$ cat src/rtl/uart_pkg.sv
// Definitions shared by the UART transmitter and receiver: the state encoding,
// the default bit timing and the widths both sides agree on.
package uart_pkg;

  localparam int unsigned CLKS_PER_BIT_DEFAULT = 10416;
  localparam int unsigned BIT_CNT_W            = 16;
  localparam int unsigned DATA_BITS            = 8;

  localparam logic [1:0] STATE_IDLE  = 2'd0;
  localparam logic [1:0] STATE_START = 2'd1;
  localparam logic [1:0] STATE_DATA  = 2'd2;
  localparam logic [1:0] STATE_STOP  = 2'd3;

  typedef enum logic [1:0] {
    IDLE  = STATE_IDLE,
    START = STATE_START,
    DATA  = STATE_DATA,
    STOP  = STATE_STOP
  } uart_state_e;

  function automatic bit is_pow2(input int unsigned v);
    return (v != 0) && ((v & (v - 1)) == 0);
  endfunction

endpackage

$ cat src/rtl/uart_tx_fifo.sv
// Transmit buffer: power-of-two circular FIFO with a show-ahead read port, so a
// pop on an edge consumes the entry that was at the head before that edge.
module uart_tx_fifo
  import uart_pkg::*;
#(
  parameter int unsigned DEPTH = 4,
  parameter int unsigned WIDTH = 8
) (
  input  logic                     clk,
  input  logic                     rst,
  input  logic                     push_i,
  input  logic [WIDTH-1:0]         data_i,
  input  logic                     pop_i,
  output logic [WIDTH-1:0]         data_o,
  output logic                     full_o,
  output logic                     empty_o,
  output logic [$clog2(DEPTH):0]   count_o
);

  localparam int unsigned AW = $clog2(DEPTH);
  localparam int unsigned CW = AW + 1;

  if (DEPTH < 2 || !is_pow2(DEPTH)) begin : g_bad_depth
    $error("uart_tx_fifo: DEPTH must be a power of two and at least 2");
  end

  logic [WIDTH-1:0] mem_q [DEPTH];
  logic [AW-1:0]    wr_ptr_q;
  logic [AW-1:0]    rd_ptr_q;
  logic [CW-1:0]    count_q;
  logic             push_ok;
  logic             pop_ok;

  // Full/empty come from pre-edge state: a push while full is dropped even if
  // the same edge pops, and a freshly pushed entry cannot be popped until the next edge.
  assign full_o  = (count_q == CW'(DEPTH));
  assign empty_o = (count_q == '0);
  assign push_ok = push_i && !full_o;
  assign pop_ok  = pop_i && !empty_o;
  assign data_o  = mem_q[rd_ptr_q];
  assign count_o = count_q;

  always_ff @(posedge clk or posedge rst) begin
    if (rst) begin
      wr_ptr_q <= '0;
      rd_ptr_q <= '0;
      count_q  <= '0;
    end else begin
      if (push_ok) wr_ptr_q <= wr_ptr_q + AW'(1);
      if (pop_ok)  rd_ptr_q <= rd_ptr_q + AW'(1);
      case ({push_ok, pop_ok})
        2'b10:   count_q <= count_q + CW'(1);
        2'b01:   count_q <= count_q - CW'(1);
        default: count_q <= count_q;
      endcase
    end
  end

  always_ff @(posedge clk) begin
    if (push_ok) mem_q[wr_ptr_q] <= data_i;
  end

endmodule

$ cat src/rtl/uart_tx.sv
// 8N1 UART transmitter: buffered byte input, LSB-first framing, back-to-back
// frames with no idle gap while the buffer holds data.
module uart_tx
  import uart_pkg::*;
#(
  parameter int unsigned CLKS_PER_BIT = CLKS_PER_BIT_DEFAULT,
  parameter int unsigned FIFO_DEPTH   = 4
) (
  input  logic                          clk,
  input  logic                          rst,
  input  logic [7:0]                    tx_byte,
  input  logic                          tx_valid,
  output logic                          tx_ready,
  output logic                          tx_serial,
  output logic                          tx_busy,
  output logic                          tx_done,
  output logic [$clog2(FIFO_DEPTH):0]   fifo_count
);

  if (CLKS_PER_BIT >= 65536 || CLKS_PER_BIT < 2) begin : g_bad_cpb
    $error("uart_tx: CLKS_PER_BIT must be in 2..65535");
  end

  localparam logic [BIT_CNT_W-1:0] BIT_LAST = BIT_CNT_W'(CLKS_PER_BIT - 1);

  uart_state_e          state_q;
  logic [BIT_CNT_W-1:0] clk_cnt_q;
  logic [BIT_CNT_W-1:0] clk_cnt_d;
  logic [2:0]           bit_idx_q;
  logic [7:0]           shift_q;
  logic                 tx_serial_q;
  logic                 tx_done_q;

  logic                 bit_end;
  logic                 fifo_pop;
  logic                 fifo_full;
  logic                 fifo_empty;
  logic [7:0]           fifo_data;

  uart_tx_fifo #(
    .DEPTH (FIFO_DEPTH),
    .WIDTH (8)
  ) u_fifo (
    .clk     (clk),
    .rst     (rst),
    .push_i  (tx_valid),
    .data_i  (tx_byte),
    .pop_i   (fifo_pop),
    .data_o  (fifo_data),
    .full_o  (fifo_full),
    .empty_o (fifo_empty),
    .count_o (fifo_count)
  );

  assign bit_end = (clk_cnt_q == BIT_LAST);

  always_comb begin
    clk_cnt_d = bit_end ? '0 : clk_cnt_q + BIT_CNT_W'(1);
    // Load a new frame from idle, or chain straight from the last stop cycle.
    fifo_pop  = !fifo_empty && ((state_q == IDLE) || (state_q == STOP && bit_end));
  end

  always_ff @(posedge clk or posedge rst) begin
    if (rst) begin
      state_q     <= IDLE;
      clk_cnt_q   <= '0;
      bit_idx_q   <= '0;
      shift_q     <= '0;
      tx_serial_q <= 1'b1;
      tx_done_q   <= 1'b0;
    end else begin
      tx_done_q <= 1'b0;
      case (state_q)
        IDLE: begin
          tx_serial_q <= 1'b1;
          clk_cnt_q   <= '0;
          if (fifo_pop) begin
            shift_q     <= fifo_data;
            bit_idx_q   <= '0;
            tx_serial_q <= 1'b0;
            state_q     <= START;
          end
        end
        START: begin
          clk_cnt_q <= clk_cnt_d;
          if (bit_end) begin
            tx_serial_q <= shift_q[0];
            state_q     <= DATA;
          end
        end
        DATA: begin
          clk_cnt_q <= clk_cnt_d;
          if (bit_end) begin
            if (bit_idx_q == 3'd7) begin
              tx_serial_q <= 1'b1;
              state_q     <= STOP;
            end else begin
              bit_idx_q   <= bit_idx_q + 3'd1;
              shift_q     <= {1'b0, shift_q[7:1]};
              tx_serial_q <= shift_q[1];
            end
          end
        end
        STOP: begin
          clk_cnt_q <= clk_cnt_d;
          if (bit_end) begin
            tx_done_q <= 1'b1;
            if (fifo_pop) begin
              shift_q     <= fifo_data;
              bit_idx_q   <= '0;
              tx_serial_q <= 1'b0;
              state_q     <= START;
            end else begin
              state_q <= IDLE;
            end
          end
        end
        default: begin
          tx_serial_q <= 1'b1;
          state_q     <= IDLE;
        end
      endcase
    end
  end

  assign tx_serial = tx_serial_q;
  assign tx_done   = tx_done_q;
  assign tx_busy   = (state_q != IDLE);
  assign tx_ready  = !fifo_full;

endmodule
$ cat config.mk
export PLATFORM = sky130hd
export DESIGN_NAME = uart_tx
export DESIGN_NICKNAME = d
export VERILOG_FILES = /design/src/rtl/uart_pkg.sv /design/src/rtl/uart_tx_fifo.sv /design/src/rtl/uart_tx.sv
export SDC_FILE = /design/constraint.sdc
export NUM_CORES = 1
export LEC_CHECK = 0
export CORE_MARGIN = 1
export CORE_UTILIZATION = 59
export CTS_CLUSTER_SIZE = 25
export DETAILED_ROUTE_END_ITERATION = 6
export PLACE_DENSITY = 0.79
export SKIP_CTS_REPAIR_TIMING = 1
export SYNTH_ARGS = -nofsm -noshare
export SYNTH_HDL_FRONTEND = slang
export SYNTH_SLANG_ARGS = --single-unit
$ cat constraint.sdc
create_clock -name clk -period 2.8 [get_ports clk]
set_input_delay 0.56 -clock clk [delete_from_list [all_inputs] [get_ports clk]]
set_output_delay 0.56 -clock clk [all_outputs]
set_load 0.1 [all_outputs]
==> flow_summary.yaml <==
outcome:
  outcome: "complete, no violations"
route:
  routed_via_density: 5.89
  wl_per_cell_um: 16.8
  num_vias: 2113
  wl_mm: 6.04
  final_antenna_net_count: 0
  drt_iter0_drc: 176
  drcViolationCount: 0
  firstDrtPassIters: 4
synthesis:
  synth_ff_type: "dfrtp_1"
  synth_seq_area_share_pct: 58.1
  synthArstFlopShare_pct: 54.3
  synthTopCellsByArea: "edfxtp_1 29%, dfrtp_1 28%, mux4_2 5.5%"
  synth_top_area_share_pct: 29.2
  synth_area_um2: 3290
  yosysWarnings: 0
  netlist_top_cells_count: "37 x dfrtp_1, 32 x edfxtp_1, 20 x nor2_1, 17 x a21oi_1, 16 x nand2_1"
  synth_nets: 282
  synth_cell_types: 41
  yosys.area.top_type: "edfxtp_1"
  yosys_register_bits: 70
  synth_edf_count: 32
  syn_inst: 256
  avgSynthCellArea_um2: 12.9
  yosysMostFrequentCell: "dfrtp_1"
clock_network:
  cts_tree: "yes"
  root_buffer: "clkbuf_8"
  clkTransAtPathRegs_ps: 80
  clock_sinks: 70
  insertion_delay_ps: 350
  clk_path_buf_depth: 2
  htreeDepth: 3
  cts-buffers-inserted: 9
sta:
  fin_crit_ps: 2720
  slew_headroom_pct: 61.2
  fin_crit_sh_pct: 97.1
  hold_viol: 0
  worst_slew_pin_slew_ps: 583
  maxSlewViolCount: 0
  setup_viol: 0
  worst_clock_skew_ps: 4.71
  fmax_mhz: 368
  setup_ws_ps: 82.6
setup_path:
  end_kind: "flop"
  rr_startpoint: "clk_cnt_q[8]$_DFF_PP0_"
  max_stage_delay_ps: 540
  path_class: "flop to flop"
  rr_worst_depth: 7
  arrival_ps: 2950
  critPathRequiredTime_ps: 3030
  r2r_setup_slack_ps: 80
  slowest_stage: "or4b_1"
  rr_endpoint: "u_fifo.count_o[1]$_DFFE_PP0P_"
  cp_cell_sequence: "or4b_1, and4bb_4, a21oi_1, nor2_2, ha_2, fa_1, mux2_2"
  cp_max_fo: 3
  crit_path_start_kind: "flop"
floorplan:
  die_x_um: 76.7
  dieArea_um2: 5890
  core-area_um2: 5240
  num_rows: 26
  io_pins: 18
  start_util_pct: 62.9
  fp.dieH_um: 76.7
layout:
  nNetsFinal: 310
  drive_gt1_share_pct: 18.3
  multi_input_area_um2: 1290
  syn_to_final_growth_pct: 15.2
  n_fill_cell: 358
  postLayoutCellArea_um2: 3800
  diodes: 0
  seq_area_um2: 1920
global_routing:
  overflow: 0
  grt_pass1_vias: 2143
  grt_max_degree: 39
  antenna_found_initial: 0
  grt_pass1_wl_mm: 10.4
  grt_use_total_pct: 23.6
power_and_ir_drop:
  p_clk_share_pct: 22.3
  peakVddDrop_uv: 1030
  p_per_area_nw_per_um2: 1110
  power_mw: 4.23
  p_int_mw: 2.53
  comb_power_share_pct: 39.8
  p_sw_mw: 1.69
  pwr-share-seq_pct: 37.9
  switching_share_pct: 40.0
  p_leak_nw: 1.55
min_path:
  holdPathEnd: "clk_cnt_q[0]$_DFF_PP0_"
  hold_depth: 1
  hp-class: "flop to flop"
  worstHoldStart: "clk_cnt_q[0]$_DFF_PP0_"
flow_run:
  maxCapViolCount: 0
place:
  port-buffer-count: 17
  gp_congestion: 0.837
  place_ws_ps: 91.2
  dp_hpwl_mm: 3.97
  dpl-instance-area_um2: 3540
## per-stage QoR
stage	std cells	hold WS, ps	TNS (ps)	util [%]
2_1_floorplan	256	455	0	-
6_report	359	487	0	72.5
4_1_cts	356	489	-27.8	72.0
3_3_place_gp	340	467	0	67.6
5_1_grt	359	515	-3.64	72.5
3_5_place_dp	340	479	0	67.6
## logic make-up after synthesis
logic type	synth area share [%]
and+or+nand+nor	11.3
DFF	58.1
AOI/OAI and AO/OA	8.05
buffers and inverters	2.89
muxes	9.23
xor gates and xnor gates	4.52
adders and majority gates	5.92
## layout by cell type (no fill, tap or decap), types with 9 or more instances in the layout
cell type / synthesis / routed
clkbuf_8: 0 / 9
inv_1: 13 / 13
nor2_1: 20 / 19
ha_1: 14 / 13
xor2_1: 9 / 9
buf_4: 0 / 16
mux2i_1: 9 / 9
a21oi_1: 17 / 17
edfxtp_1: 32 / 32
nand2_1: 16 / 15
clkdlybuf4s50_1: 0 / 10
dfrtp_1: 37 / 34
## sequential cells by signal (all words and copies together), names as in the netlist, 2 cells and up
register	cells
u_fifo.wr_ptr_q	2
shift_q	8
clk_cnt_q	16
bit_idx_q	3
state_q	2
u_fifo.rd_ptr_q	2
u_fifo.mem_q	32
u_fifo.count_o	3
## critical path: cells and delay by family, from the launching register on
kind,cells,cell delay (ps)
and+or+nand+nor,3,1100
adders and majority gates,2,660
DFF,1,410
muxes,1,290
AOI/OAI and AO/OA,1,130
## worst max-delay path by stage
stage                             startpoint                             to  cells past startpoint
2_1_floorplan  u_fifo.count_o[0]$_DFFE_PP0P_  u_fifo.count_o[2]$_DFFE_PP0P_                      8
4_1_cts               clk_cnt_q[8]$_DFF_PP0_  u_fifo.count_o[1]$_DFFE_PP0P_                      7
3_5_place_dp          clk_cnt_q[8]$_DFF_PP0_  u_fifo.count_o[1]$_DFFE_PP0P_                      7
3_3_place_gp          clk_cnt_q[8]$_DFF_PP0_  u_fifo.count_o[1]$_DFFE_PP0P_                      7
6_report              clk_cnt_q[8]$_DFF_PP0_  u_fifo.count_o[1]$_DFFE_PP0P_                      7
5_1_grt               clk_cnt_q[8]$_DFF_PP0_  u_fifo.count_o[1]$_DFFE_PP0P_                      7
## per-layer routing
| layer | track usage (%) | share of wire (%) |
|---|---|---|
| met2 | 35.2 | 45 |
| met1 | 34.4 | 49 |
| met3 | 4.64 | 3.7 |
| met5 | 0 | 0 |
| met4 | 9.23 | 1.8 |
## cell type report
type	instances	area share, %
Clock buffer	9	3.26
Clock inverter	7	2.77
Inverter	13	1.29
Multi-Input combinational cell	164	34.1
Sequential cell	70	50.5
Tap cell	70	2.31
Timing Repair Buffer	26	5.80
## power groups by stage
stage | clock network (mW) | registers, mW | logic [mW]
4_1_cts | 0.945 | 1.60 | 1.66
3_5_place_dp | 0 | 1.62 | 1.63
6_report | 0.943 | 1.60 | 1.68
2_1_floorplan | 0 | 1.73 | 1.16
3_3_place_gp | 0 | 1.61 | 1.59
5_1_grt | 0.990 | 1.64 | 1.85
No activity file was read; power rests on OpenSTA's default activity.
==> edit (same flow settings) <==
Change the package constant `BIT_CNT_W` from 16 to 12.
--- a/src/rtl/uart_pkg.sv
+++ b/src/rtl/uart_pkg.sv
@@ -3,7 +3,7 @@
 package uart_pkg;
 
   localparam int unsigned CLKS_PER_BIT_DEFAULT = 10416;
-  localparam int unsigned BIT_CNT_W            = 16;
+  localparam int unsigned BIT_CNT_W            = 12;
   localparam int unsigned DATA_BITS            = 8;
 
   localparam logic [1:0] STATE_IDLE  = 2'd0;
Formal check against the unedited RTL: same outputs for any inputs over 10 cycles, from zero or initial values and one cycle with rst high; that may be too few to reach the edited logic, so the function may still have changed.
==> edit against the original RTL <==
- critical endpoint is now u_fifo.count_o[2]
- worst hold slack got worse by 0.0069 ns
- power decreased by 1.6%
- first-iteration DRC count fell by 44%
- wire length shrank 12%
- sequential cell count fell by 4
- synthesized area fell by 5.5%
- critical path type unchanged
- maximum frequency increased by 7.2%
- setup slack improved by 0.18 ns
- cell area fell by 6.7%
==> edit: results (changes against the original RTL) <==
| Group | Metric | Value | Delta |
|:---|:---|:---|:---|
| clock network | Total number of H-tree levels | 3 | unchanged |
| placed design | Routability cong. | 0.741 | -11% |
| placed design | Instance area at placement | 0.00334 mm^2 | -5.6% |
| global routing | Overall global routing resource usage | 0.223 | -0.0124 |
| global routing | Global-route wire length before repair | 8750 um | -16% |
| yosys | Syn_area_per_cell | 14.3 um^2 | +11% |
| status | Status | finished, final reports clean |  |
| cells and area | Filler instances | 352 | -1.7% |
| sta | Period utilisation layout | 0.905 | -0.0655 |
| yosys | Async S/R FF share, synth | 0.515 | -0.0277 |
| clock network | TritonCTS Buffers | 9 | unchanged |
| sta | Smallest hold slack | 0.480 ns | -0.00686 ns |
| cells and area | Total inserted antenna cells | 0 | unchanged |
| critical path | Family with the most delay on the worst path | adder cells |  |
| critical path | Register-to-register path setup slack | 0.27 ns | +0.18 ns |
| detailed routing | Average wire per cell in the routed design | 16.8 um | about the same |
| critical path | CP max stage cell | sky130_fd_sc_hd__dfrtp_1 |  |
| critical path | Cell depth of the worst flop-to-flop path | 10 | +3 |
| critical path | Max incr delay on CP | 0.41 ns | -0.13 ns |
| sta | Worst relative slew slack | 0.627 | +0.0154 |
| yosys | Top cells by count, synth | sky130_fd_sc_hd__dfrtp_1 (33), sky130_fd_sc_hd__edfxtp_1 (32), sky130_fd_sc_hd__nor2_1 (16), sky130_fd_sc_hd__nand2_1 (14), sky130_fd_sc_hd__ha_1 (13) |  |
| yosys | Number of unique standard cell types used by synthesis | 50 | +22% |
| detailed routing | Via density | 5.61 | -4.7% |
| worst hold path | Worst hold path type | flop to flop |  |
| sta | Final setup violation count | 0 | unchanged |
| cells and area | Number of standard cells in the layout, taps in and fillers out | 317 | -12% |
| power | P_leak | 1.42 nW | -8.4% |
| detailed routing | Detailed router's first-iteration violation count | 99 | -44% |
| critical path | Worst reg2reg path startpoint | clk_cnt_q[0] |  |
| power | Maximum resistive drop on vdd | 1.01 mV | -1.5% |
| critical path | Data arrival time of the worst path | 2.79 ns | -0.16 ns |
| cells and area | Fin util | 0.694 | -0.0310 |
| critical path | Worst reg2reg path endpoint | u_fifo.count_o[2] |  |
| yosys | Leading cell types by total area after synthesis | sky130_fd_sc_hd__edfxtp_1 (31%), sky130_fd_sc_hd__dfrtp_1 (27%), sky130_fd_sc_hd__mux4_2 (5.8%) |  |
| yosys | Share of synthesized area occupied by flip-flops and latches | 0.583 | +0.00192 |
| sta | Setup clock skew after layout | 0.00779 ns | +0.00308 ns |
| yosys | Number of nets produced by synthesis | 243 | -14% |
| cells and area | Final nets | 267 | -14% |
| placed design | Number of cells after detailed placement | 301 | -11% |
| clock network | Clk slew on worst S/H paths | 0.07 ns |  |
| critical path | Crit-path max FO | 8 | +5 |
[edit: changes by cell type after synthesis, moves of 5 or more]
cell,before,now
sky130_fd_sc_hd__a21oi_1,17,2
sky130_fd_sc_hd__mux2i_1,9,1
sky130_fd_sc_hd__a31oi_1,8,1
sky130_fd_sc_hd__a2bb2oi_2,0,6
sky130_fd_sc_hd__o31ai_1,0,5
sky130_fd_sc_hd__or3_1,5,0
[edit: cell type report]
class,count,share of cell area
flip-flops and latches,66,0.513
multi-input cells,133,0.342
repair buffers,21,0.0516
clock buffers,9,0.0350
well taps,70,0.0247
clock inverters,7,0.0219
inverters,11,0.0124
[edit: worst max path at each step]
| stage | startpoint | end | slack [ns] | cells past startpoint |
|---|---|---|---|---|
| 2_1_floorplan | u_fifo.count_o[0] | u_fifo.count_o[2] | 0.15 | 9 |
| 3_3_place_gp | clk_cnt_q[0] | u_fifo.count_o[2] | 0.38 | 10 |
| 3_5_place_dp | clk_cnt_q[0] | u_fifo.count_o[2] | 0.28 | 10 |
| 4_1_cts | clk_cnt_q[0] | u_fifo.count_o[2] | 0.26 | 10 |
| 5_1_grt | clk_cnt_q[0] | u_fifo.count_o[2] | 0.13 | 10 |
| 6_report | clk_cnt_q[0] | u_fifo.count_o[2] | 0.27 | 10 |
[edit: logic make-up (layout without fill, tap and decap cells)]
group / count (synthesis) / after routing / share of synthesized area
DFF: 66 / 66 / 0.583
adders and majority gates: 14 / 14 / 0.0587
and+or+nand+nor: 63 / 63 / 0.121
xor gates and xnor gates: 16 / 16 / 0.0450
muxes: 10 / 10 / 0.0647
AOI/OAI and AO/OA: 30 / 30 / 0.0989
buffers and inverters: 19 / 48 / 0.0290
[edit: power by group]
| group | internal [mW] | switching (mW) | total [mW] | leakage [nW] |
|---|---|---|---|---|
| registers | 1.31 | 0.230 | 1.54 | 0.714 |
| logic | 0.745 | 1.07 | 1.81 | 0.604 |
| clock network | 0.418 | 0.387 | 0.805 | 0.100 |
| total | 2.48 | 1.68 | 4.16 | 1.42 |
[edit: metal layers]
layer | up-vias | GRT usage | wire length, um
li1 | 853 | - | -
met1 | 890 | 0.300 | 2480
met2 | 29 | 0.341 | 2620
met3 | 7 | 0.0683 | 164
met4 | 0 | 0.0943 | 72
met5 | - | 0 | 0
[edit: through the flow]
stage	worst slack, ns	total power [mW]
after detailed placement	0.275	3.38
after CTS	0.259	4.20
final	0.266	4.16
after floorplan	0.153	2.98
after global routing	0.131	4.39
after global placement	0.382	3.31
